<file path="config.mk">
export PLATFORM = sky130hd
export DESIGN_NAME = pwconv_point_seq
export DESIGN_NICKNAME = d
export VERILOG_FILES = /design/src/rtl/pwconv_pkg.sv /design/src/rtl/pwconv_psum_acc.sv /design/src/rtl/pwconv_point_seq.sv
export SDC_FILE = /design/constraint.sdc
export NUM_CORES = 1
export LEC_CHECK = 0
export ABC_CLOCK_PERIOD_IN_PS = 3630
export BUFFER_PORTS_ARGS = -buffer_cell sky130_fd_sc_hd__buf_2
export CAP_MARGIN = 30
export CORE_UTILIZATION = 25
export CTS_CLUSTER_DIAMETER = 60
export DETAILED_ROUTE_END_ITERATION = 16
export PLACE_DENSITY_LB_ADDON = 0.25
export SETUP_SLACK_MARGIN = 0.02
export SYNTH_ARGS = -nofsm -noshare
export SYNTH_HDL_FRONTEND = slang
export SYNTH_SLANG_ARGS = --single-unit
export TNS_END_PERCENT = 30
</file>
<file path="constraint.sdc">
create_clock -name clk -period 3.63 [get_ports clk]
set_clock_uncertainty 0.05 [all_clocks]
set_input_delay 0.726 -clock clk [delete_from_list [all_inputs] [get_ports clk]]
set_output_delay 0.726 -clock clk [all_outputs]
set_load 0.005 [all_outputs]
</file>
<file path="src/rtl/pwconv_pkg.sv">
// Shared definitions for the pointwise-convolution point sequencer:
// FSM state encoding and the packing of INT8 lanes into 32-bit words.
package pwconv_pkg;

  localparam int LANES  = 4;
  localparam int LANE_W = 8;
  localparam int WORD_W = LANES * LANE_W;

  typedef enum logic [2:0] {
    ST_IDLE,
    ST_ISSUE,
    ST_DRAIN,
    ST_OUT,
    ST_FIN
  } pw_state_t;

endpackage

</file>
<file path="src/rtl/pwconv_psum_acc.sv">
// Partial-sum accumulator: adds one MAC result per valid beat, 32-bit wrap.
module pwconv_psum_acc
  import pwconv_pkg::*;
(
  input  logic              clk,
  input  logic              rst,
  input  logic              clear,
  input  logic              valid,
  input  logic [WORD_W-1:0] din,
  output logic [WORD_W-1:0] acc
);

  // Accumulator register; clear wins over accumulate (they never coincide).
  always_ff @(posedge clk) begin
    if (rst) begin
      acc <= '0;
    end else if (clear) begin
      acc <= '0;
    end else if (valid) begin
      acc <= acc + din;
    end
  end

endmodule

</file>
<file path="src/rtl/pwconv_point_seq.sv">
// Sequences one output point of a pointwise convolution: for every output
// channel it streams NGROUP activation/weight word pairs to an external
// 4-way MAC, accumulates the MAC results and hands the sum to a consumer.
module pwconv_point_seq
  import pwconv_pkg::*;
#(
  parameter  int NGROUP = 8,
  parameter  int NOC    = 16,
  parameter  int AAW    = 3,
  parameter  int WAW    = 7,
  localparam int OCW    = (NOC > 1) ? $clog2(NOC) : 1
) (
  input  logic              clk,
  input  logic              rst,
  input  logic              start,
  output logic              busy,
  output logic              done,
  output logic [AAW-1:0]    act_addr,
  input  logic [WORD_W-1:0] act_rdata,
  output logic [WAW-1:0]    wgt_addr,
  input  logic [WORD_W-1:0] wgt_rdata,
  output logic              mac_en,
  output logic [WORD_W-1:0] mac_data,
  output logic [WORD_W-1:0] mac_weight,
  input  logic [WORD_W-1:0] mac_result,
  output logic              out_valid,
  input  logic              out_ready,
  output logic [WORD_W-1:0] out_data,
  output logic [OCW-1:0]    out_oc
);

  pw_state_t      state_reg, state_next;
  logic [AAW-1:0] g_reg, g_next;
  logic [OCW-1:0] oc_reg, oc_next;
  // Running weight base oc*NGROUP, kept as an adder chain instead of a product.
  logic [WAW-1:0] wbase_reg, wbase_next;
  logic           rd_v_reg;
  logic           res_v_reg;
  logic           acc_clear;
  logic [WORD_W-1:0] acc;

  wire issue = (state_reg == ST_ISSUE);

  // State, counters and the two valid pipeline stages.
  always_ff @(posedge clk) begin
    if (rst) begin
      state_reg <= ST_IDLE;
      g_reg     <= '0;
      oc_reg    <= '0;
      wbase_reg <= '0;
      rd_v_reg  <= 1'b0;
      res_v_reg <= 1'b0;
    end else begin
      state_reg <= state_next;
      g_reg     <= g_next;
      oc_reg    <= oc_next;
      wbase_reg <= wbase_next;
      rd_v_reg  <= issue;
      res_v_reg <= rd_v_reg;
    end
  end

  // Next-state and counter update logic.
  always_comb begin
    state_next = state_reg;
    g_next     = g_reg;
    oc_next    = oc_reg;
    wbase_next = wbase_reg;
    acc_clear  = 1'b0;
    unique case (state_reg)
      ST_IDLE: begin
        if (start) begin
          state_next = ST_ISSUE;
          g_next     = '0;
          oc_next    = '0;
          wbase_next = '0;
          acc_clear  = 1'b1;
        end
      end
      ST_ISSUE: begin
        g_next = g_reg + AAW'(1);
        if (g_reg == AAW'(NGROUP - 1)) begin
          g_next     = '0;
          state_next = ST_DRAIN;
        end
      end
      ST_DRAIN: begin
        // Once the read stage is empty the last result lands this cycle,
        // so the sum is final by the time OUT is entered.
        if (!rd_v_reg) begin
          state_next = ST_OUT;
        end
      end
      ST_OUT: begin
        if (out_ready) begin
          if (oc_reg != OCW'(NOC - 1)) begin
            oc_next    = oc_reg + OCW'(1);
            wbase_next = wbase_reg + WAW'(NGROUP);
            g_next     = '0;
            acc_clear  = 1'b1;
            state_next = ST_ISSUE;
          end else begin
            state_next = ST_FIN;
          end
        end
      end
      ST_FIN: begin
        state_next = ST_IDLE;
      end
      default: begin
        state_next = ST_IDLE;
      end
    endcase
  end

  pwconv_psum_acc u_acc (
    .clk   (clk),
    .rst   (rst),
    .clear (acc_clear),
    .valid (res_v_reg),
    .din   (mac_result),
    .acc   (acc)
  );

  // Outputs; forced quiet while reset is held.
  always_comb begin
    busy       = !rst && (state_reg != ST_IDLE);
    done       = !rst && (state_reg == ST_FIN);
    act_addr   = (!rst && issue) ? g_reg : '0;
    wgt_addr   = (!rst && issue) ? (wbase_reg + WAW'(g_reg)) : '0;
    mac_en     = !rst && rd_v_reg;
    mac_data   = act_rdata;
    mac_weight = wgt_rdata;
    out_valid  = !rst && (state_reg == ST_OUT);
    out_data   = out_valid ? acc : '0;
    out_oc     = out_valid ? oc_reg : '0;
  end

endmodule

</file>
# == Word level (Yosys, flattened, before mapping) ==
# Index checks and enable logic that the tools add are counted.
# word_totals
latchBits,0
ff_bits,51
rom_bits,0
ramBits,0
wordCells,64
input_bits,100
n_memories,0
# op_classes
bitwise,0
addsub,5
multipliers,0
n_div,0
order_cmp,0
muxes,27
reduce_logical,14
n_eq_ne,11
shifts,0
# op_table
cell,count
$add 32x32->32,1
$mux 32,1
$mux 3,10
$mux 7,4
$mux 4,4
$pmux 7 s2,1
$pmux 3 s4,1
$reduce_and 4->1,3
$pmux 3 s3,1
$ne 2x2->1 const B,4
$pmux 4 s2,1
$add 7x3->7,1
$add 7x4->7 const B,1
$eq 3x2->1 const B,2
$eq 3x3->1 const B,2
$reduce_bool 3->1,2
$logic_and 1x1->1,5
$add 4x1->4 const B,1
$ne 4x4->1 const B,1
$add 3x1->3 const B,1
$eq 3x1->1 const B,1
$logic_not 3->1,1
$mux 1,3
$ne 2x1->1 const B,1
4 further kinds,4

# == Longest topological paths before layout ==
# logic_depth
depth_word,5
ltp_mapped,10
mapped_depth_nobuf,10

# == Hierarchy ==
# A second synthesis with hierarchy kept.
# unflattened
hier_cells,530
hier_area_um2,4340.4
# by_module_without_submodules
mod,area_per_inst_um2,cells_each,seq_area_each_um2,n_inst
pwconv_psum_acc,2693.8,325,640.6,1
pwconv_point_seq,1646.6,205,320.3,1

# == Least setup slack after synthesis ==
# No wires, ideal clock.
# synth_path
path_kind,input -> register
startpoint,input mac_result[0]
endpoint,register u_acc.acc[26]
path_slack_ps,556
stages,10
arrival_ps,2908
setup_time_ps,116
cell_sequence,ha_1 > fa_1 > a21oi_1 > o211ai_1 > a2111oi_1 > nor4b_1 > nor2_1 > o21ai_1 > mux2i_1 > a31o_1
# synth_via
elab_chain_cells,1
# synth_rtl
item,line_no,rtl
"start, declared",pwconv_point_seq.sv:25,"input logic [WORD_W-1:0] mac_result,"
$add 32x32->32,pwconv_psum_acc.sv:20,acc <= acc + din;
"end signal, assigned",pwconv_psum_acc.sv:20,
"end, declared",pwconv_psum_acc.sv:10,output logic [WORD_W-1:0] acc
# Every way passes these cells.
# A chain may end at the register's enable or synchronous reset.

# == Worst setup path in the final report ==
# Ends and elaborated chain as after synthesis.

==> impl_metrics.env <==
export IMPL_status="completed"
export IMPL_layout_nets=711
export IMPL_antenna_found_initial=0
export IMPL_cts_sinks=48
export IMPL_multiInputGateArea_sq_um=2794
export IMPL_placed_cell_area_sq_um=4539
export IMPL_tns_ns=0
export IMPL_clk_latency_ns=0.31
export IMPL_synthXorXnorAreaFrac_pct=6.045
export IMPL_fmax_mhz=308.2
export IMPL_setup_violations_final=0
export IMPL_wire_per_inst_microns=14.21
export IMPL_max_cap_violations=0
export IMPL_grtUsageMet3_pct=3.401
export IMPL_routed_wirelength_microns=11300
export IMPL_layout_worst_path_cycle_share_pct=89.38
export IMPL_ys_ff_latch=48
export IMPL_p_leak_nw=2.150
export IMPL_syn_to_final_growth_pct=7.973
export IMPL_synth_edf_count=0
export IMPL_ant_nets=0
export IMPL_drc=0
export IMPL_finalHoldViolCount=0
export IMPL_drt_first_pass_iters=4
export IMPL_ctsHtreeMaxLevel=2
export IMPL_cts_tree="yes"
export IMPL_synth_area_per_cell_sq_um=7.748
export IMPL_grt_first_pass_wirelength_microns=18610
export IMPL_slew_headroom_pct=52.03
export IMPL_dieArea_sq_um=17920
export IMPL_busiest_layer="met2"
export IMPL_synthSimpleGateAreaFrac_pct=24.38
export IMPL_gr_total_overflow=0
export IMPL_die_w_microns=133.9
export IMPL_n_fill_cell=1856
export IMPL_synth_top_family_by_area="simple AND/OR/NAND/NOR gates"
export IMPL_synthMuxAreaShare_pct=5.383
export IMPL_die_h_microns=133.9
export IMPL_clk_pin_slew_ns=0.07
export IMPL_gp_congestion=0.8081
export IMPL_dp_hpwl_microns=8799
export IMPL_drt_iter0_drc=187
export IMPL_vias=3769
export IMPL_largest_register_ffs=32
export IMPL_start_util_pct=25.94
export IMPL_crit_fanout=4
export IMPL_ys_warn_count=0
export IMPL_syn_area_sq_um=4347
export IMPL_grt_max_degree=42
export IMPL_whs_ns=0.4221
export IMPL_maxSlewViolCount=0
export IMPL_final_cell_area_sq_um=4693
export IMPL_worst_pin_slew_ns=0.7181
export IMPL_synth_compound_area_share_pct=17.44
export IMPL_cts_hold_buffers=0
export IMPL_rsz0062_at_grt="false"
export IMPL_synthCells=561
export IMPL_worst_ep_required_time_ns=3.79
export IMPL_synthesis_nets=698
export IMPL_ff_latch_area_sq_um=962.2
export IMPL_portBuffers=85
export IMPL_crit_arrival_ns=3.40
export IMPL_min_path_type="reg2reg"
export IMPL_endpoint_kind="register"
export IMPL_cts_max_path_buffers=2
export IMPL_grt_pass1_vias=3744
export IMPL_viasPerCell=4.741
export IMPL_cts_setup_buffers=0
export IMPL_ctsResizeCount=0
export IMPL_core_area_sq_um=16760
export IMPL_n_antenna_cell=0
export IMPL_ys_seq_area_share_pct=22.11
export IMPL_ys_types=55
export IMPL_drive_above_1_share_pct=18.61
export IMPL_grt_use_met1_pct=16.32
export IMPL_irDropWorstVdd_mv=0.1475
export IMPL_cts_root_buffer="clkbuf_16"
export IMPL_synth_flop_cell="dfxtp_1"
export IMPL_io_pins=214
export IMPL_post_route_min_period_ns=3.245
export IMPL_crit_type="in2reg"
export IMPL_p_per_area_nw_per_um2=281.1
export IMPL_cts_buffers=5
export IMPL_grt_use_met2_pct=21.01
export IMPL_async_flop_share_pct=0
export IMPL_worst_setup_path_start_kind="input port"
export IMPL_synthAdderAreaFrac_pct=10.82
export IMPL_std_cell_rows=47
export IMPL_grt_usage_pct=12.99
## stage by stage
| step | setup WS, ns | std cells | total power [mW] | utilization (%) |
|---|---|---|---|---|
| finish | 0.3853 | 795 | 1.319 | 28.00 |
| global route | 0.2189 | 795 | 1.401 | 28.00 |
| CTS | 0.3890 | 795 | 1.348 | 28.00 |
| detailed placement | 0.06327 | 787 | 0.8323 | 27.08 |
| global placement | 0.07553 | 787 | 0.8277 | 27.08 |
| floorplan | 0.5560 | 561 | 0.8090 | - |
## layer usage
layer	wire (microns)	up-vias
met4	248	0
met5	0	-
met1	5227	1712
met3	692	35
li1	-	1924
met2	5129	98
## kinds of logic (layout without fill, tap and decap cells)
kind of cell | after synthesis | in the layout
AOI/OAI and AO/OA | 119 | 119
buffers and inverters | 93 | 107
other | 1 | 1
xor gates and xnor gates | 30 | 30
muxes | 23 | 23
DFF | 48 | 48
adders and majority gates | 37 | 37
and+or+nand+nor | 210 | 210
## cell type report
| type | count | share of cell area, % |
|---|---|---|
| multi-input combinational | 420 | 59.53 |
| tap | 220 | 5.865 |
| sequential | 48 | 20.50 |
| clock buffer | 6 | 2.959 |
| inverter | 6 | 0.4799 |
| timing repair buffer | 93 | 10.34 |
| clock inverter | 2 | 0.3199 |
## cells in the mapped netlist (5+ instances only)
cell type  number  area, sq um
o21ai_0         5        25.02
xnor2_1        20        175.2
a21o_1         20        150.1
a21oi_1        37        185.2
nor2_1         65        244.0
nand3_1        10        50.05
mux2i_1        20        200.2
buf_4          64        480.5
nand2b_1        7        43.79
xor2_1         10        87.58
dfxtp_1        48        960.9
nand2_1        33        123.9
nor2b_1         5        31.28
nand4_1        10        62.56
clkbuf_1       22        82.58
inv_1           5        18.77
nand3b_1        6        45.04
o21ai_1        17        85.08
or3_1           5        31.28
a31oi_1         8        50.05
and2_1         46        287.8
a211oi_1        5        37.54
ha_1           36        450.4
nor3_1         11        55.05
## worst max-delay path, stage by stage
cell	delay, ns
buf_2	0.10
ha_1	0.23
fa_1	0.43
a21oi_1	0.21
o211ai_1	0.17
a2111oi_1	0.53
buf_4	0.21
nor4b_1	0.06
nor2_1	0.29
o21ai_1	0.14
mux2i_1	0.13
a31o_1	0.18
## cells in the final DEF (no fill, tap or decap), types with 6 or more instances in the layout
master,count
nand2b_1,7
a31oi_1,8
nor3_1,10
xnor2_1,20
a21oi_1,37
o21ai_1,17
nand3b_1,6
dfxtp_1,47
buf_4,8
nand3_1,10
buf_2,85
nand2_1,33
and2_1,46
a21o_1,20
nand4_1,10
ha_1,36
mux2i_1,20
nor2_1,65
xor2_1,10
## where the power goes
group | internal [mW] | switching (mW)
Clock | 0.275 | 0.225
Sequential | 0.543 | 0.0191
Combinational | 0.107 | 0.151
## final timing paths
path              slack, ns                       start                         end  cells past startpoint
hold / removal         0.42  u_acc.acc[24]$_SDFFE_PP0P_  u_acc.acc[24]$_SDFFE_PP0P_                      2
setup reg to reg       0.59   u_acc.acc[0]$_SDFFE_PP0P_  u_acc.acc[26]$_SDFFE_PP0P_                     11
hold reg to reg        0.42  u_acc.acc[24]$_SDFFE_PP0P_  u_acc.acc[24]$_SDFFE_PP0P_                      2
setup / recovery       0.39               mac_result[0]  u_acc.acc[26]$_SDFFE_PP0P_                     12
Power figures use the tool's default switching activity.
